<file path="src/rtl/rcs_pkg.sv">
// Shared types, mode constants and sizing helpers for the chunked ripple add/sub unit.
package rcs_pkg;

  typedef enum logic {
    ST_IDLE = 1'b0,
    ST_RUN  = 1'b1
  } state_t;

  localparam logic MODE_ADD = 1'b0;
  localparam logic MODE_SUB = 1'b1;

  function automatic int unsigned nchunk(input int unsigned width, input int unsigned chunk);
    return width / chunk;
  endfunction

  // Index counter width; a single-chunk build still needs a 1-bit index.
  function automatic int unsigned idx_width(input int unsigned n);
    return (n > 1) ? $clog2(n) : 1;
  endfunction

endpackage

</file>
<file path="src/rtl/rcs_seq_addsub_if.sv">
// Request/result bundle between an operand source and rcs_seq_addsub.
interface rcs_seq_addsub_if #(
  parameter int unsigned WIDTH = 32
);
  logic             start;
  logic             mode;
  logic [WIDTH-1:0] a;
  logic [WIDTH-1:0] b;
  logic             cin;
  logic             busy;
  logic             done;
  logic [WIDTH-1:0] sum;
  logic             carry;
  logic             overflow;

  modport master (
    output start, mode, a, b, cin,
    input  busy, done, sum, carry, overflow
  );

  modport slave (
    input  start, mode, a, b, cin,
    output busy, done, sum, carry, overflow
  );
endinterface

</file>
<file path="src/rtl/rcs_chunk.sv">
// Combinational CHUNK-bit ripple adder; subtraction is handled by the caller inverting b.
module rcs_chunk #(
  parameter int unsigned CHUNK = 4
) (
  input  logic [CHUNK-1:0] a,
  input  logic [CHUNK-1:0] b,
  input  logic             cin,
  output logic [CHUNK-1:0] sum,
  output logic             cout
);
  assign {cout, sum} = (CHUNK+1)'(a) + (CHUNK+1)'(b) + (CHUNK+1)'(cin);
endmodule

</file>
<file path="src/rtl/rcs_seq_addsub.sv">
// Multi-cycle adder/subtractor resolving CHUNK bits per clock, LSB chunk first,
// with the inter-chunk carry held in a register.
module rcs_seq_addsub
  import rcs_pkg::*;
#(
  parameter int unsigned WIDTH = 32,
  parameter int unsigned CHUNK = 4
) (
  input logic              clk,
  input logic              rst,
  rcs_seq_addsub_if.slave  bus
);
  localparam int unsigned NCHUNK = nchunk(WIDTH, CHUNK);
  localparam int unsigned IW     = idx_width(NCHUNK);
  localparam logic [IW-1:0] LAST = IW'(NCHUNK - 1);

  state_t           state;
  logic [IW-1:0]    idx;
  logic [WIDTH-1:0] a_q;
  logic [WIDTH-1:0] b_q;
  logic             c_q;
  logic             busy;
  logic             done;
  logic [WIDTH-1:0] sum;
  logic             carry;
  logic             overflow;

  logic [CHUNK-1:0] ch_sum;
  logic             ch_cout;

  // One adder slice shared by every chunk, fed by the index-selected operand slices.
  rcs_chunk #(.CHUNK(CHUNK)) u_chunk (
    .a    (a_q[idx*CHUNK +: CHUNK]),
    .b    (b_q[idx*CHUNK +: CHUNK]),
    .cin  (c_q),
    .sum  (ch_sum),
    .cout (ch_cout)
  );

  always_ff @(posedge clk) begin
    if (rst) begin
      state    <= ST_IDLE;
      idx      <= '0;
      a_q      <= '0;
      b_q      <= '0;
      c_q      <= 1'b0;
      busy     <= 1'b0;
      done     <= 1'b0;
      sum      <= '0;
      carry    <= 1'b0;
      overflow <= 1'b0;
    end else begin
      done <= 1'b0;
      if (state == ST_IDLE) begin
        if (bus.start) begin
          a_q   <= bus.a;
          b_q   <= (bus.mode == MODE_SUB) ? ~bus.b : bus.b;
          c_q   <= (bus.mode == MODE_SUB) ? ~bus.cin : bus.cin;
          idx   <= '0;
          busy  <= 1'b1;
          state <= ST_RUN;
        end
      end else begin
        sum[idx*CHUNK +: CHUNK] <= ch_sum;
        c_q                     <= ch_cout;
        if (idx == LAST) begin
          // Sign of the result comes straight from the top chunk being written this edge.
          carry    <= ch_cout;
          overflow <= (a_q[WIDTH-1] == b_q[WIDTH-1]) && (ch_sum[CHUNK-1] != a_q[WIDTH-1]);
          done     <= 1'b1;
          busy     <= 1'b0;
          idx      <= '0;
          state    <= ST_IDLE;
        end else begin
          idx <= idx + IW'(1);
        end
      end
    end
  end

  assign bus.busy     = busy;
  assign bus.done     = done;
  assign bus.sum      = sum;
  assign bus.carry    = carry;
  assign bus.overflow = overflow;

endmodule
</file>
<file path="src/flat_wrapper.sv">
// flat-port wrapper written by rule: the top's interface ports become plain ports
module rcs_seq_addsub_flat import rcs_pkg::*;
#(
  parameter int unsigned WIDTH = 32,
  parameter int unsigned CHUNK = 4
)
  (clk, rst, bus_start, bus_mode, bus_a, bus_b, bus_cin, bus_busy, bus_done, bus_sum, bus_carry, bus_overflow);
  rcs_seq_addsub_if #(.WIDTH(WIDTH)) bus_i ();
  input logic clk;
  input logic rst;
  input wire logic [$bits(bus_i.start)-1:0] bus_start;
  input wire logic [$bits(bus_i.mode)-1:0] bus_mode;
  input wire logic [$bits(bus_i.a)-1:0] bus_a;
  input wire logic [$bits(bus_i.b)-1:0] bus_b;
  input wire logic [$bits(bus_i.cin)-1:0] bus_cin;
  output wire logic [$bits(bus_i.busy)-1:0] bus_busy;
  output wire logic [$bits(bus_i.done)-1:0] bus_done;
  output wire logic [$bits(bus_i.sum)-1:0] bus_sum;
  output wire logic [$bits(bus_i.carry)-1:0] bus_carry;
  output wire logic [$bits(bus_i.overflow)-1:0] bus_overflow;
  assign bus_i.start = bus_start;
  assign bus_i.mode = bus_mode;
  assign bus_i.a = bus_a;
  assign bus_i.b = bus_b;
  assign bus_i.cin = bus_cin;
  assign bus_busy = bus_i.busy;
  assign bus_done = bus_i.done;
  assign bus_sum = bus_i.sum;
  assign bus_carry = bus_i.carry;
  assign bus_overflow = bus_i.overflow;
  rcs_seq_addsub #(.WIDTH(WIDTH), .CHUNK(CHUNK)) u_core (.clk(clk), .rst(rst), .bus(bus_i));
endmodule
</file>
<file path="config.mk">
export PLATFORM = sky130hd
export DESIGN_NAME = rcs_seq_addsub_flat
export DESIGN_NICKNAME = d
export VERILOG_FILES = /design/src/rtl/rcs_pkg.sv /design/src/rtl/rcs_seq_addsub_if.sv /design/src/rtl/rcs_chunk.sv /design/src/rtl/rcs_seq_addsub.sv /design/src/flat_wrapper.sv
export SDC_FILE = /design/constraint.sdc
export NUM_CORES = 1
export LEC_CHECK = 0
export BUFFER_PORTS_ARGS = -buffer_cell sky130_fd_sc_hd__buf_2
export CAP_MARGIN = 0
export CORE_MARGIN = 1
export CORE_UTILIZATION = 49
export CTS_CLUSTER_SIZE = 16
export DETAILED_ROUTE_END_ITERATION = 6
export PLACE_DENSITY_LB_ADDON = 0.15
export SLEW_MARGIN = 20
export SYNTH_ARGS = -nofsm -noshare
export SYNTH_HDL_FRONTEND = slang
export SYNTH_SLANG_ARGS = --single-unit
</file>
<file path="constraint.sdc">
create_clock -name clk -period 2.7 [get_ports clk]
set_input_delay 0.81 -clock clk [delete_from_list [all_inputs] [get_ports clk]]
set_output_delay 0.81 -clock clk [all_outputs]
set_load 0.1 [all_outputs]
</file>
---- After elaboration in Yosys (flattened, before gate mapping) ----
Cells that the tools add are included.
operators by class
  $add $sub $neg .......................... 4
  equal/unequal tests ..................... 4
  shifts and indexed selects .............. 4
  multiplexer cells ....................... 15
  bitwise gates (word level) .............. 3
  reductions and logical operators ........ 6
operators by type and width
  cell                                                   number
  variable part select 32 x 6 -> 4 bit                   2
  negation 5 -> 34 bit                                   1
  variable shift 4 x 34 -> 32 bit, first input constant  1
  variable part select 4 x 34 -> 32 bit                  1
  bitwise mux 32 bit                                     1
  two-way mux 32 bit                                     1
  NOT 32 bit                                             1
  two-way mux 1 bit                                      10
  two-way mux 3 bit                                      3
  AND reduction 2 bit                                    3
  adder 4 x 4 -> 5 bit                                   1
  adder 5 x 1 -> 5 bit                                   1
  adder 3 x 1 -> 3 bit, second input constant            1
  equality test 3 bit, second input constant             1
  inequality test 2 bit, second input constant           1
  NOT 1 bit                                              2
  nonzero test 2 bit                                     1
  OR reduction 2 bit                                     1
  equality test 1 bit                                    1
  logical AND 1 bit                                      1
  inequality test 1 bit                                  1
storage, ports and cells
  register bits after elaboration ......... 105
  output and inout bits ................... 36
  word-level logic and storage cells ...... 46

---- Depth between registers and ports, before layout ----
Gate-level depths: netlist (run 1).
  depth in word-level cells ............... 5
  depth in mapped cells ................... 11
  mapped depth without buffers ............ 9

---- Hierarchy ----
From an unflattened synthesis (run 1), not the netlist that was laid out.
unflattened totals
  cells, all modules ...................... 541
  area total of the unflattened synthesis .. 5029.8 sq um
modules (own cells, without submodules)
  module          instances  cells an instance  area each (sq um)
  rcs_seq_addsub  1          525                4885.9
  rcs_chunk       1          16                 143.9

---- Worst setup path after synthesis (run 1) ----
OpenSTA, ideal clock, no wires.
  path type ............................... register to register
  start ................................... register u_core.idx[0]
  end ..................................... register u_core.sum[18], in the netlist u_core.bus.sum[18]
  setup time .............................. 70 ps
  arrival time ............................ 2847 ps
  required time ........................... 2630 ps
  setup slack ............................. -217 ps
  cell stages (with the launch flop) ...... 11
  cells stage by stage .................... dfxtp_1 -> buf_6 -> buf_6 -> mux4_1 -> nand2_1 -> nand2_1 -> fa_1 -> fa_1 -> xnor2_1 -> or3_1 -> a21oi_1
between the ends
  cells in the longest elaborated chain, start to end .. 5
ends and longest elaborated chain
  element                                                  line                                        source
  start: declaration                                       rcs_seq_addsub.sv:18                        logic [IW-1:0] idx;
  start signal: assignment                                 rcs_seq_addsub.sv:75                        idx <= idx + IW'(1);
  variable part select 32 x 6 -> 4 bit (on tied branches)  rcs_seq_addsub.sv:33, rcs_seq_addsub.sv:34
  adder 4 x 4 -> 5 bit                                     rcs_chunk.sv:11                             assign {cout, sum} = (CHUNK+1)'(a) + (CHUNK+1)'(b) + (CHUNK+1)'(cin);
  adder 5 x 1 -> 5 bit                                     rcs_chunk.sv:11
  variable part select 4 x 34 -> 32 bit                    rcs_seq_addsub.sv:64                        sum[idx*CHUNK +: CHUNK] <= ch_sum;
  bitwise mux 32 bit *                                     rcs_seq_addsub.sv:64
  end signal: indexed assignment                           rcs_seq_addsub.sv:64
  end: declaration                                         rcs_seq_addsub.sv:24                        logic [WIDTH-1:0] sum;
Every way passes the cells marked *; elsewhere a longest branch is shown, timed or not.
A chain may end at the register's enable or synchronous reset.

---- Worst setup path after layout (run 1) ----
Ends and elaborated chain as after synthesis.

==> flow_summary.toml, run 1 <==
[status]
outcome = "complete, but fails checks"
violations = "setup timing"

[synthesis]
ys_warn_count = 0
synth_seq_cells = 105
ys_types = 44
synthTopCellsByCount = "118 x nand2_1, 105 x dfxtp_1, 55 x nor2_1"
ys.flop_type = "dfxtp_1"
syn-num-nets = 627
synth-seq-area-share_pct = 43.1
avgSynthCellArea_um2 = 8.93
synth_edf_count = 0
ys_top_cells_by_area = "dfxtp_1 43%, nand2_1 9.1%, xnor2_1 6.1%, a21oi_1 5.5%, a211oi_1 5.1%"
synth_top_area_share_pct = 43.1
syn_inst = 546
synth_area_um2 = 4880
async_flop_share_pct = 0
synth.most_common_cell = "nand2_1"
yosysTopAreaCell = "dfxtp_1"

[placed_design]
place_inst = 770
dp_worst_setup_slack_ns = -0.192
placed_cell_area_um2 = 5660
port_buffers = 104
post-dp-hpwl_mm = 8.21
gp_congestion = 0.841

[detailed_routing]
dr_wl_met3_um = 405
final_antenna_net_count = 0
viasPerCell = 5.27
wl_mm = 11.3
wl_met2_mm = 5.61
wl_met1_mm = 5.09
wl_per_cell_um = 14.2
first_pass_iters = 5
drc = 0
num_vias = 4187
highest_layer = "met4"
first_iter_violations = 169

[timing]
whs_ns = 0.455
fmax_ghz = 0.361
skew_ns = 0.00974
worst_pin_slew_ns = 0.684
min_period_ns = 2.77
fin_crit_sh_pct = 103
finalSetupTns_ns = -0.118
slew_viol_final = 0
setup_ws_ns = -0.0736
rsz0062_at_grt = "true"
hold_violations = 0
setup_violations = 4
relSlewSlack_pct = 54.3

[layout]
synthToLayoutAreaGrowth_pct = 23.6
ff_latch_area_um2 = 2110
drive_above_1_share_pct = 30.0
n_antenna_cell = 0
n_fill_cell = 883
final_net_count = 737
multi_input_area_um2 = 2660
finish.instance_area_um2 = 6030
stdcell_count = 794
final_util_pct = 61.9

[power]
p_leak_nw = 2.44
ir_drop_v = 0.000352
p_per_area_nw_per_um2 = 542
total_power_mw = 3.26

[cts]
cts_tree = "built"
cts_hold_repair.buffers = 0
cts_buffers = 9
htreeDepth = 3
cts_sinks = 105
clock-root-buffer = "clkbuf_8"
insertion_delay_ns = 0.37
cts.reportedPaths.clkPinSlew_ns = 0.10
clockBufferDepth = 2

[grt]
grt_pass1_wl_mm = 18.5
track_usage_pct = 23.0
grt_pass1_vias = 3915
grt_max_degree = 66
antenna_found_initial = 0
grt_overflow = 0

[worst_setup_path]
required_ns = 3.01
critPathArrivalTime_ns = 3.08
cp-start-kind = "flip-flop"
endpoint_kind = "flip-flop"
worst-setup-path-type = "reg -> reg"
path_max_fanout = 7

[floorplan]
initial_utilization_pct = 50.1
ios = 105
core-area_um2 = 9730
dieHeight_um = 102
num_rows = 36
die_x_um = 102
die-area_um2 = 10400

[worst_hold_path]
hold_class = "reg -> reg"

[flow_run]
cap_violations = 0
-- layout make-up --
| cell class | count | area share [%] |
|---|---|---|
| multi-input cells | 395 | 44.1 |
| well taps | 133 | 2.76 |
| clock inverters | 5 | 0.644 |
| clock buffers | 11 | 2.51 |
| inverters | 6 | 0.374 |
| repair buffers | 139 | 14.7 |
| flip-flops and latches | 105 | 34.9 |
-- worst max-delay path, stage by stage (launching register included) --
cell     delay (ns)
dfxtp_4        0.43
buf_6          0.11
mux4_2         0.50
nand2_2        0.09
nand2_2        0.07
fa_2           0.38
fa_2           0.42
xnor2_4        0.20
or3_4          0.38
a21oi_2        0.11
-- cell families after synthesis --
group / Yosys count / synth area share, %
AND/OR/NAND/NOR: 222 / 19.7
buffers and inverters: 46 / 4.44
adder cells (fa/ha/maj): 12 / 3.39
flip-flops: 105 / 43.1
XOR/XNOR: 34 / 6.11
AO/OA/AOI/OAI: 104 / 13.8
multiplexers: 23 / 9.52
-- cells in the final DEF (no fill, tap or decap), drive strengths merged, types with 3 or more instances in the layout --
cell	synthesis	routed
buf	18	139
nand2	118	118
dfxtp	105	105
nor2	55	55
a21oi	54	54
xnor2	34	34
a211oi	34	34
mux4	16	16
nand3	12	12
clkbuf	22	11
ha	10	10
nor3	9	9
mux2i	7	7
nand3b	7	7
o41ai	6	6
inv	5	6
clkinv	1	4
or3	3	3
nor2b	3	3
-- where the power goes --
part	internal, mW	switching, mW	total [mW]
clock	0.391	0.539	0.930
combinational	0.302	0.344	0.646
sequential	1.63	0.0576	1.69
-- final timing paths --
path,start,end,slack (ns),cells past startpoint
max reg2reg,u_core.idx[0]$_SDFFE_PP0P_,u_core.bus.sum[18]$_SDFFE_PP0P_,-0.07,9
max,u_core.idx[0]$_SDFFE_PP0P_,u_core.bus.sum[18]$_SDFFE_PP0P_,-0.07,9
min,u_core.bus.sum[9]$_SDFFE_PP0P_,u_core.bus.sum[9]$_SDFFE_PP0P_,0.45,2
min reg2reg,u_core.bus.sum[9]$_SDFFE_PP0P_,u_core.bus.sum[9]$_SDFFE_PP0P_,0.45,2
-- what timing repair did --
| item | 4_1_cts | 5_1_grt |
|---|---|---|
| resized for setup | 13 | 14 |
| pin swaps | 7 | 10 |
| buffers inserted | 3 | 6 |
| setup endpoints to repair | 15 | 11 |
-- per-layer routing --
metal	up-vias	track usage, %
met3	15	4.90
met2	91	40.5
li1	2110	-
met4	0	6.24
met5	-	0
met1	1971	28.4
-- state kept, by name (all words and copies together) (netlist names) --
signal               count
u_core.a_q              32
u_core.b_q              32
u_core.bus.busy          1
u_core.bus.carry         1
u_core.bus.done          1
u_core.bus.overflow      1
u_core.bus.sum          32
u_core.c_q               1
u_core.idx               3
u_core.state             1
No activity file was read; power rests on OpenSTA's default activity.
==> run 2, diff against run 1 <==
Settings changed: TNS_END_PERCENT set to 5.
==> flow_summary.toml, run 2 (synthesis gave the netlist of run 1 again) <==
[timing]
rsz0062_at_grt = "true"
setup_violations = 3
skew_ns = 0.0120
fin_crit_sh_pct = 101
worst_pin_slew_ns = 0.651
whs_ns = 0.454
fmax_ghz = 0.366
setup_ws_ns = -0.0313
relSlewSlack_pct = 56.3
slew_viol_final = 0
min_period_ns = 2.73
hold_violations = 0

[worst_setup_path]
critPathArrivalTime_ns = 3.02
worst-setup-path-type = "reg -> reg"
path_max_fanout = 4
path_cells = "buf_6, mux4_2, nand2_1, nand2_2, fa_2, fa_2, xnor2_4, or3_4, a21oi_2"
critPathMostFrequentCell = "fa_2"
required_ns = 2.99
endpoint_kind = "flip-flop"
max_stage_delay_ns = 0.49
cp-start-kind = "flip-flop"
slowest_stage = "mux4_2"

[grt]
antenna_found_initial = 0
grt_overflow = 0
grt_pass1_wl_mm = 19.0
track_usage_pct = 23.6
grt_max_degree = 80
grt_pass1_vias = 3987

[floorplan]
die_x_um = 102
dieHeight_um = 102
initial_utilization_pct = 50.1
die-area_um2 = 10400
ios = 105
core-area_um2 = 9730
num_rows = 36

[status]
outcome = "complete, but fails checks"
violations = "setup timing"

[layout]
reg.largest.list = "u_core.a_q x32, u_core.b_q x32, u_core.bus.sum x32"
ff_latch_area_um2 = 2110
finish.instance_area_um2 = 5990
most-common-layout-cells = "111 x nand2_1, 104 x dfxtp_1, 103 x buf_2"
layout_commonest_cell = "nand2_1"
synthToLayoutAreaGrowth_pct = 22.8
multi_input_area_um2 = 2680
drive_above_1_share_pct = 29.0
final_net_count = 735
n_antenna_cell = 0
n_fill_cell = 889

[flow_run]
cap_violations = 0

[cts]
insertion_delay_ns = 0.36
cts_hold_repair.buffers = 0
htreeDepth = 3
clock-root-buffer = "clkbuf_8"
clockBufferDepth = 2
cts_sinks = 105
cts_tree = "built"
cts_buffers = 9
cts.reportedPaths.clkPinSlew_ns = 0.10

[power]
ir_drop_v = 0.000235
p_per_area_nw_per_um2 = 542
p_leak_nw = 2.45

[detailed_routing]
drc = 0
viasPerCell = 5.22
first_iter_violations = 119
first_pass_iters = 4
wl_per_cell_um = 14.4
num_vias = 4134
final_antenna_net_count = 0
wl_mm = 11.4

[placed_design]
gp_congestion = 0.867
dp_worst_setup_slack_ns = -0.171
placed_cell_area_um2 = 5660
post-dp-hpwl_mm = 8.35
port_buffers = 104

[worst_hold_path]
hold_class = "reg -> reg"
-- run 2: cell count changes in the layout (fill, tap and decap cells not counted), moves of 2 or more --
| cell | before | now |
|---|---|---|
| buf_12 | 7 | 4 |
| clkbuf_1 | 0 | 2 |
| mux4_1 | 4 | 6 |
| mux4_2 | 12 | 10 |
| nand2_1 | 108 | 111 |
| nand2_2 | 10 | 7 |
| nor2_1 | 55 | 53 |
-- run 2: worst max-delay path, delay by kind of cell (launching register included) --
family / cells / cell delay [ns]
xor gates and xnor gates: 1 / 0.18
DFF: 1 / 0.38
buffers and inverters: 1 / 0.13
muxes: 1 / 0.49
and+or+nand+nor: 3 / 0.55
adders and majority gates: 2 / 0.81
AOI/OAI and AO/OA: 1 / 0.13
-- run 2: area by class of cell --
type | count | share of cell area, %
Multi-Input combinational cell | 395 | 44.8
Clock inverter | 4 | 0.585
Inverter | 6 | 0.376
Clock buffer | 12 | 2.42
Timing Repair Buffer | 137 | 13.9
Sequential cell | 105 | 35.2
Tap cell | 133 | 2.78
-- run 2: final timing paths --
kind | slack, ns | end | cells after the start | startpoint
max reg2reg | -0.03 | u_core.bus.sum[18]$_SDFFE_PP0P_ | 9 | u_core.idx[0]$_SDFFE_PP0P_
min reg2reg | 0.45 | u_core.bus.sum[8]$_SDFFE_PP0P_ | 2 | u_core.bus.sum[8]$_SDFFE_PP0P_
min | 0.45 | u_core.bus.sum[8]$_SDFFE_PP0P_ | 2 | u_core.bus.sum[8]$_SDFFE_PP0P_
max | -0.03 | u_core.bus.sum[18]$_SDFFE_PP0P_ | 9 | u_core.idx[0]$_SDFFE_PP0P_
-- run 2: power by group --
group	switching [mW]	internal (mW)	leakage, nW
registers	0.0556	1.63	0.860
logic	0.352	0.302	1.50
clock network	0.536	0.373	0.0916
total	0.943	2.30	2.45
-- run 2: repair_timing --
action	in CTS	in global routing
buffers inserted	4	0
setup endpoints to repair	17	19
cloned	0	0
endpoints found under the hold margin	0	0
gates resized for setup	10	20
pin swaps	4	10
-- run 2: layer usage --
metal,vias to the layer above,track usage [%],share of wire (%),routed length (µm)
met1,1906,29.6,44,5070
met5,-,0,0,0
met4,0,8.92,1.4,161
li1,2106,-,-,-
met3,18,3.66,4.3,486
met2,104,40.7,50,5710
-- run 2: per-stage QoR --
stage,power (mW),std cells,setup TNS [ns],util (%)
6_report,3.25,792,-0.0578,61.6
5_1_grt,3.41,792,-1.37,61.6
4_1_cts,3.23,793,-0.125,60.5
3_5_place_dp,2.32,773,-1.19,58.2
3_3_place_gp,2.31,773,-0.252,58.2
2_1_floorplan,2.12,546,-0.0351,-
==> run 3, diff against run 2 <==
Settings changed: ABC_AREA set to 1.
==> flow_summary.toml, run 3 <==
[worst_setup_path]
required_ns = 2.99
path_max_fanout = 19
cp-start-kind = "flip-flop"
critPathArrivalTime_ns = 2.85
endpoint_kind = "flip-flop"
worst-setup-path-type = "reg -> reg"

[synthesis]
ys_top_cells_by_area = "dfxtp_1 44%, o21ai_0 13%, nor2_1 12%, a21oi_1 5.9%, xnor2_1 5.8%"
syn-num-nets = 727
async_flop_share_pct = 0
ys.flop_type = "dfxtp_1"
ys_warn_count = 0
syn_inst = 646
synth.most_common_cell = "nor2_1"
yosysTopAreaCell = "dfxtp_1"
ys_types = 27
synth_edf_count = 0
synth-seq-area-share_pct = 43.8
synth_area_um2 = 4800
avgSynthCellArea_um2 = 7.43
synthTopCellsByCount = "155 x nor2_1, 123 x o21ai_0, 105 x dfxtp_1"
synth_seq_cells = 105
synth_top_area_share_pct = 43.8

[grt]
grt_busiest_layer = "met2"
track_usage_pct = 23.1
grt_max_degree = 83
grt_pass1_wl_mm = 18.5
grt_use_met3_pct = 4.37
grt_overflow = 0
antenna_found_initial = 0
grt_use_met2_pct = 38.9
met1_usage_pct = 30.2
grt_pass1_vias = 4047

[power]
p_int_mw = 2.40
p_leak_nw = 2.54
p_comb_share_pct = 18.8
sequentialPowerShare_pct = 50.7
p_switching_mw = 0.939
swShare_pct = 28.1
p_per_area_nw_per_um2 = 587
clockPowerShare_pct = 30.5
ir_drop_v = 0.000375

[timing]
skew_ns = 0.00838
fmax_ghz = 0.390
setup_violations = 0
whs_ns = 0.459
worst_pin_slew_ns = 0.526
hold_violations = 0
min_period_ns = 2.57
relSlewSlack_pct = 64.9
slew_viol_final = 0
fin_crit_sh_pct = 95.0
rsz0062_at_grt = "true"

[cts]
cts.reportedPaths.clkPinSlew_ns = 0.09
htreeDepth = 3
clockBufferDepth = 2
insertion_delay_ns = 0.35
cts_buffers = 9
clock-root-buffer = "clkbuf_8"
cts_tree = "built"
cts_sinks = 105

[layout]
most-common-layout-cells = "154 x nor2_1, 122 x o21ai_0, 104 x buf_2, 104 x dfxtp_1, 57 x a21oi_1"
synthToLayoutAreaGrowth_pct = 18.6
reg.largest.list = "u_core.a_q x32, u_core.b_q x32, u_core.bus.sum x32"
layout_commonest_cell = "nor2_1"
n_antenna_cell = 0
finish.instance_area_um2 = 5700
final_net_count = 817
drive_above_1_share_pct = 21.0
stdcell_count = 867

[placed_design]
post-dp-hpwl_mm = 8.30
placed_cell_area_um2 = 5460
place_inst = 853
gp_congestion = 0.831
port_buffers = 104

[floorplan]
die_x_um = 101
ios = 105
initial_utilization_pct = 51.2
num_rows = 35
core-area_um2 = 9370
die-area_um2 = 10200
dieHeight_um = 101

[detailed_routing]
first_iter_violations = 201
viasPerCell = 5.15
wl_mm = 11.4
wl_per_cell_um = 13.2
num_vias = 4462
first_pass_iters = 6
drc = 0
final_antenna_net_count = 0

[flow_run]
cap_violations = 0

[status]
outcome = "completed"

[worst_hold_path]
hold_class = "reg -> reg"
==> run 3: changes by cell type after synthesis, sizes merged, moves of 5 or more <==
cell    change
nand3b      -6
o21ai     +131
mux2i       -7
o41ai       -6
nand2      -82
nor2      +105
buf         +7
nor3        -5
inv        +28
a211oi     -34
mux4       -16
a31oi       +5
==> run 3: logic make-up (layout without fill, tap and decap cells) <==
family / Yosys count / count (layout) / synth area share (%)
compound gates: 200 / 200 / 21.3
flops: 105 / 105 / 43.8
simple gates: 220 / 220 / 18.6
buf+inv: 76 / 168 / 6.80
fa+ha+maj: 12 / 12 / 3.44
xor+xnor: 33 / 33 / 6.02
==> run 3: power groups by stage <==
| stage | clock, mW | combinational [mW] | sequential (mW) |
|---|---|---|---|
| finish | 1.02 | 0.629 | 1.69 |
| global route | 1.10 | 0.695 | 1.70 |
| CTS | 1.06 | 0.614 | 1.69 |
| detailed placement | 0 | 0.607 | 1.73 |
| global placement | 0 | 0.593 | 1.73 |
| floorplan | 0 | 0.375 | 1.77 |
==> run 3: worst paths after layout <==
path / from / cells past startpoint / slack (ns) / end
setup / recovery: u_core.idx[0]$_SDFFE_PP0P_ / 12 / 0.13 / u_core.bus.sum[6]$_SDFFE_PP0P_
hold / removal: u_core.bus.overflow$_SDFFE_PP0P_ / 2 / 0.46 / u_core.bus.overflow$_SDFFE_PP0P_
setup reg to reg: u_core.idx[0]$_SDFFE_PP0P_ / 12 / 0.13 / u_core.bus.sum[6]$_SDFFE_PP0P_
hold reg to reg: u_core.bus.overflow$_SDFFE_PP0P_ / 2 / 0.46 / u_core.bus.overflow$_SDFFE_PP0P_
==> run 3: critical path, cell delays in order, from the launching register on <==
cell      delay, ns
dfxtp_2        0.40
inv_4          0.10
o21ai_0        0.17
o22ai_1        0.09
nand2_1        0.06
o211ai_1       0.11
fa_1           0.48
fa_2           0.39
xor2_2         0.24
nand3_1        0.14
nor2_1         0.16
nor2_1         0.07
nor2_1         0.09
==> run 3: metrics by stage <==
stage	setup WS, ns	TNS [ns]	utilization [%]	power [mW]
after floorplan	0.0704	0	-	2.15
after global placement	0.0709	0	58.2	2.32
after detailed placement	-0.0497	-0.218	58.2	2.33
after CTS	0.0153	0	60.5	3.36
after global routing	-0.00656	-0.0176	60.8	3.50
final	0.135	0	60.8	3.34
==> run 3: timing repair <==
item | CTS | global route
pin swaps | 0 | 2
hold buffers | 0 | 0
setup buffers | 0 | 1
setup endpoints to repair | 6 | 22
resized for setup | 1 | 8
==> run 3: layout make-up <==
cell class | count | area, µm²
fillers | 913 | 3680
multi-input cells | 465 | 2390
flip-flops and latches | 105 | 2100
repair buffers | 122 | 706
well taps | 129 | 161
clock buffers | 10 | 138
inverters | 33 | 126
clock inverters | 3 | 67.6
==> run 3: routing by layer <==
metal	wire length (µm)	share of wire (%)
met5	0	0
met4	197	1.7
met2	5330	47
met3	680	5.9
met1	5240	46
